### config.mk
export PLATFORM = sky130hd
export DESIGN_NAME = clint_timer_master
export DESIGN_NICKNAME = d
export VERILOG_FILES = /design/src/rtl/clint_timer_master.sv
export SDC_FILE = /design/constraint.sdc
export NUM_CORES = 1
export LEC_CHECK = 0
export BUFFER_PORTS_ARGS = -buffer_cell sky130_fd_sc_hd__buf_2
export CAP_MARGIN = 10
export CORE_MARGIN = 2
export CORE_UTILIZATION = 35
export CTS_CLUSTER_SIZE = 40
export DETAILED_ROUTE_END_ITERATION = 10
export PLACE_DENSITY = 0.52
export REMOVE_ABC_BUFFERS = 1
export SYNTH_ARGS = -nofsm -noshare
export SYNTH_HDL_FRONTEND = slang
export SYNTH_SLANG_ARGS = --single-unit
export TNS_END_PERCENT = 100
### constraint.sdc
create_clock -name i_clk -period 2.4 [get_ports i_clk]
set_clock_uncertainty 0.2 [all_clocks]
set_input_delay 0.36 -clock i_clk [delete_from_list [all_inputs] [get_ports i_clk]]
set_output_delay 0.36 -clock i_clk [all_outputs]
set_load 0.03 [all_outputs]
### src/rtl/clint_timer_master.sv
// Bus master that reads the 64-bit CLINT mtime with a hi/lo/hi tear check
// and writes mtimecmp0 with the glitch-free lo-max / hi / lo sequence.
module clint_timer_master #(
    parameter logic [31:0] BASE_ADDR = 32'h2000_0000,
    parameter int          MAX_RETRY = 3,
    parameter int          XLEN      = 32
) (
    input  logic            i_clk,
    input  logic            i_rst,
    input  logic            i_cmd_valid,
    output logic            o_cmd_ready,
    input  logic            i_cmd_op,
    input  logic [63:0]     i_cmd_wdata,
    output logic            o_rsp_valid,
    input  logic            i_rsp_ready,
    output logic [63:0]     o_rsp_rdata,
    output logic            o_rsp_err,
    output logic            o_wen,
    output logic            o_ren,
    output logic [XLEN-1:0] o_addr,
    output logic [XLEN-1:0] o_wrdata,
    input  logic [XLEN-1:0] i_rddata
);

    localparam logic [31:0] ADDR_CMP_LO   = BASE_ADDR + 32'h0000_4000;
    localparam logic [31:0] ADDR_CMP_HI   = BASE_ADDR + 32'h0000_4004;
    localparam logic [31:0] ADDR_MTIME_LO = BASE_ADDR + 32'h0000_BFF8;
    localparam logic [31:0] ADDR_MTIME_HI = BASE_ADDR + 32'h0000_BFFC;
    localparam int          RW            = (MAX_RETRY < 1) ? 1 : $clog2(MAX_RETRY + 1);

    typedef enum logic [2:0] {
        IDLE, RD_HI1, RD_LO, RD_HI2, WR_LO_MAX, WR_HI, WR_LO, RESP
    } state_t;

    state_t         state_q, state_d;
    logic [31:0]    hi_a_q, hi_a_d;
    logic [31:0]    lo_q, lo_d;
    logic [RW-1:0]  retry_q, retry_d;
    logic [63:0]    wdata_q, wdata_d;
    logic [63:0]    rdata_q, rdata_d;
    logic           err_q, err_d;
    // Held low through reset so the master cannot accept until one edge after release.
    logic           rdy_en_q;

    logic [31:0]    rd_word;
    assign rd_word     = i_rddata[31:0];
    assign o_rsp_rdata = rdata_q;
    assign o_rsp_err   = err_q;

    always_ff @(posedge i_clk or negedge i_rst) begin
        if (!i_rst) begin
            state_q  <= IDLE;
            hi_a_q   <= '0;
            lo_q     <= '0;
            retry_q  <= '0;
            wdata_q  <= '0;
            rdata_q  <= '0;
            err_q    <= 1'b0;
            rdy_en_q <= 1'b0;
        end else begin
            state_q  <= state_d;
            hi_a_q   <= hi_a_d;
            lo_q     <= lo_d;
            retry_q  <= retry_d;
            wdata_q  <= wdata_d;
            rdata_q  <= rdata_d;
            err_q    <= err_d;
            rdy_en_q <= 1'b1;
        end
    end

    always_comb begin
        state_d     = state_q;
        hi_a_d      = hi_a_q;
        lo_d        = lo_q;
        retry_d     = retry_q;
        wdata_d     = wdata_q;
        rdata_d     = rdata_q;
        err_d       = err_q;
        o_cmd_ready = 1'b0;
        o_rsp_valid = 1'b0;
        o_wen       = 1'b0;
        o_ren       = 1'b0;
        o_addr      = '0;
        o_wrdata    = '0;

        case (state_q)
            IDLE: begin
                o_cmd_ready = rdy_en_q;
                if (i_cmd_valid && rdy_en_q) begin
                    retry_d = '0;
                    wdata_d = i_cmd_wdata;
                    state_d = i_cmd_op ? WR_LO_MAX : RD_HI1;
                end
            end
            RD_HI1: begin
                o_ren   = 1'b1;
                o_addr  = XLEN'(ADDR_MTIME_HI);
                hi_a_d  = rd_word;
                state_d = RD_LO;
            end
            RD_LO: begin
                o_ren   = 1'b1;
                o_addr  = XLEN'(ADDR_MTIME_LO);
                lo_d    = rd_word;
                state_d = RD_HI2;
            end
            RD_HI2: begin
                o_ren  = 1'b1;
                o_addr = XLEN'(ADDR_MTIME_HI);
                if (rd_word == hi_a_q) begin
                    rdata_d = {hi_a_q, lo_q};
                    err_d   = 1'b0;
                    state_d = RESP;
                end else if (retry_q == RW'(MAX_RETRY)) begin
                    rdata_d = {rd_word, lo_q};
                    err_d   = 1'b1;
                    state_d = RESP;
                end else begin
                    // High word rolled over between reads: resample lo against the new hi.
                    hi_a_d  = rd_word;
                    retry_d = retry_q + RW'(1);
                    state_d = RD_LO;
                end
            end
            WR_LO_MAX: begin
                o_wen    = 1'b1;
                o_addr   = XLEN'(ADDR_CMP_LO);
                o_wrdata = XLEN'(32'hFFFF_FFFF);
                state_d  = WR_HI;
            end
            WR_HI: begin
                o_wen    = 1'b1;
                o_addr   = XLEN'(ADDR_CMP_HI);
                o_wrdata = XLEN'(wdata_q[63:32]);
                state_d  = WR_LO;
            end
            WR_LO: begin
                o_wen    = 1'b1;
                o_addr   = XLEN'(ADDR_CMP_LO);
                o_wrdata = XLEN'(wdata_q[31:0]);
                rdata_d  = '0;
                err_d    = 1'b0;
                state_d  = RESP;
            end
            RESP: begin
                o_rsp_valid = 1'b1;
                if (i_rsp_ready) state_d = IDLE;
            end
            default: state_d = IDLE;
        endcase
    end

endmodule

==> results.py <==
metrics = {
    "global_routing": {
        "grt_pass1_vias": 10600,
        "overflow": 0,
        "grt_max_degree": 115,
        "grt_use_total_pct": 21.9,
        "antenna_found_initial": 2,
        "grt_pass1_wl_um": 59000,
    },
    "yosys": {
        "synth_largest_area_cell": "dfrtp_1",
        "synth_area_per_cell_um2": 9.02,
        "ys.flop_type": "dfrtp_1",
        "ys_types": 39,
        "syn_inst": 1285,
        "synth.area.top_cells": "dfrtp_1, o21ai_0, nand2_1",
        "syn_area_mm2": 0.0116,
        "yosysMostFrequentCell": "dfrtp_1",
        "ys_top_cells_by_count": "dfrtp_1, nand2_1, o21ai_0",
        "synth_edf_count": 0,
        "synthArstFlopShare_pct": 100,
        "synth-seq-cells": 199,
        "yosys.area.top_type_share_pct": 43.0,
        "ys_seq_area_share_pct": 43.0,
        "yosysWarnings": 0,
    },
    "die": {
        "initial_utilization_pct": 35.6,
        "die_h_um": 186,
        "rows": 66,
        "design.core.area_mm2": 0.0325,
        "dieArea_mm2": 0.0346,
        "fp.dieW_um": 186,
        "io_pins": 234,
    },
    "worst_setup_path": {
        "slowest_delay_ps": 500,
        "critPathBufInv": 1,
        "crit_fanout": 12,
        "crit_path_cell_trace": "nor2_4 -> nor2_2 -> buf_2",
        "start_kind": "register",
        "worstPathArrival_ps": 1760,
        "worstPathRequired_ps": 1840,
        "crit_path_end_kind": "primary output",
        "critPathTopFamily": "simple AND/OR/NAND/NOR gates",
        "path_class": "reg -> out",
        "critPathSlowestCell": "dfrtp_4",
    },
    "layout": {
        "fin_nets": 1633,
        "multiInputGateArea_mm2": 0.00575,
        "fillers": 3222,
        "drive_above_1_share_pct": 27.3,
        "area_growth_pct": 28.9,
        "stdcell_area_mm2": 0.0149,
        "regArea_mm2": 0.00498,
    },
    "timing": {
        "max_freq_mhz": 431,
        "slew_headroom_pct": 60.7,
        "rsz0062_at_grt": "true",
        "report.final.slew_viol_count": 0,
        "post-route-period-util_pct": 96.7,
        "fin_crit_ps": 2320,
        "setup_viol": 0,
        "finalHoldViolCount": 0,
        "worst_pin_slew_ps": 589,
        "holdWs_ps": 28.1,
    },
    "routing": {
        "drc": 0,
        "avgViaCountPerCell": 5.44,
        "first_pass_iters": 5,
        "wl_per_cell_um": 19.0,
        "routed_wl_um": 37700,
        "route.vias.total": 10800,
        "ant_nets": 0,
        "drt_iter0_drc": 731,
    },
    "cts": {
        "insertion_delay_ps": 450,
        "cts_tree": "built",
        "numCtsBuffers": 17,
        "cts_root_buf": "clkbuf_16",
        "clkTransAtPathRegs_ps": 70,
        "cts.sinks": 199,
        "htreeDepth": 4,
        "cts_buffer_depth": 2,
    },
    "placement": {
        "placed_area_mm2": 0.0134,
        "routabilityCongestion": 0.767,
        "dp_hpwl_um": 23000,
        "numPortBuffers": 216,
    },
    "pwr": {
        "powerDensity_mw_per_mm2": 1360,
        "ir_drop_mv": 0.924,
        "leakagePower_uw": 0.00642,
    },
    "status": {
        "outcome": "complete, no violations",
    },
    "run": {
        "max-cap-violations": 0,
    },
    "hold_path": {
        "holdCritPathClass": "in -> reg",
    },
}
-- through the flow --
stage / util [%] / instances / setup slack, ps / total power (uW) / setup TNS [ps]
floorplan: - / 1145 / -5990 / 12600 / -669700
detailed placement: 41.3 / 1877 / -61.1 / 16900 / -509
global placement: 41.3 / 1877 / -19.0 / 16600 / -132
global route: 45.9 / 1983 / -17.7 / 21800 / -41.0
finish: 45.9 / 1984 / 80.0 / 20300 / 0
CTS: 45.5 / 1979 / 4.93 / 20300 / 0
-- worst min-delay path, stage by stage --
cell,delay (ps)
buf_2,130
nand2b_1,70
o311ai_1,70
-- what timing repair did --
action | in CTS | in global routing
buffers inserted | 2 | 3
pin swaps | 0 | 3
hold endpoints to repair | 112 | 0
gates resized for setup | 6 | 27
cloned | 2 | 1
endpoints found under the setup margin | 16 | 55
hold buffers | 69 | 0
-- cells by family after synthesis --
family | Yosys count | synth area share [%]
buf+inv | 222 | 8.82
mux | 32 | 3.11
fa+ha+maj | 1 | 0.108
xor+xnor | 32 | 2.42
simple gates | 465 | 22.2
flops | 199 | 43.0
compound gates | 332 | 20.3
other cells | 2 | 0.0648
-- layer usage --
layer | global-route usage [%] | wire, um | vias to the layer above
met1 | 29.5 | 16700 | 5285
li1 | - | - | 5058
met5 | 0 | 13 | -
met2 | 35.8 | 17900 | 413
met4 | 4.94 | 357 | 2
met3 | 4.81 | 2700 | 26
-- sequential cells by signal, indices dropped and copies added, names as in the netlist --
name	cells
o_rsp_rdata	64
wdata_q	64
hi_a_q	32
lo_q	32
state_q	3
retry_q	2
o_rsp_err	1
rdy_en_q	1
-- report_power, final --
part | total, uW | switching (uW) | internal [uW]
logic | 11300 | 7050 | 4260
clock network | 3040 | 1320 | 1720
registers | 5950 | 1110 | 4830
-- cell type report --
class	count	share of cell area [%]
well taps	442	3.70
clock inverters	10	1.05
flip-flops and latches	199	33.4
repair buffers	367	18.9
inverters	66	1.67
diodes	1	0.0167
clock buffers	19	2.90
multi-input cells	880	38.4
-- layout by cell type, fill, tap and decap left out, drive strengths merged, types with 34 or more instances in the layout --
master	Yosys	routed
buf	70	291
dfrtp	199	199
nand2	138	138
o21ai	127	127
nand3	69	69
dlygate4sd3	0	69
a21oi	67	67
nor3b	67	67
inv	66	66
a221oi	62	62
nor2	42	42
nand4	38	38
and2	34	34
a32oi	34	34
-- final timing paths --
| kind | start | end | slack (ps) | cells past startpoint |
|---|---|---|---|---|
| setup reg to reg | hi_a_q[23] | o_rsp_rdata[37] | 110 | 8 |
| hold reg to reg | wdata_q[50] | wdata_q[50] | 280 | 2 |
| min in group asynchronous | i_rst | o_rsp_rdata[41] | 230 | 2 |
| setup / recovery | state_q[1] | o_addr[5] | 80 | 3 |
| hold / removal | i_rddata[25] | hi_a_q[25] | 30 | 3 |
| max in group asynchronous | i_rst | hi_a_q[26] | 1020 | 3 |
Note: power is estimated with default switching activity, not from simulation.
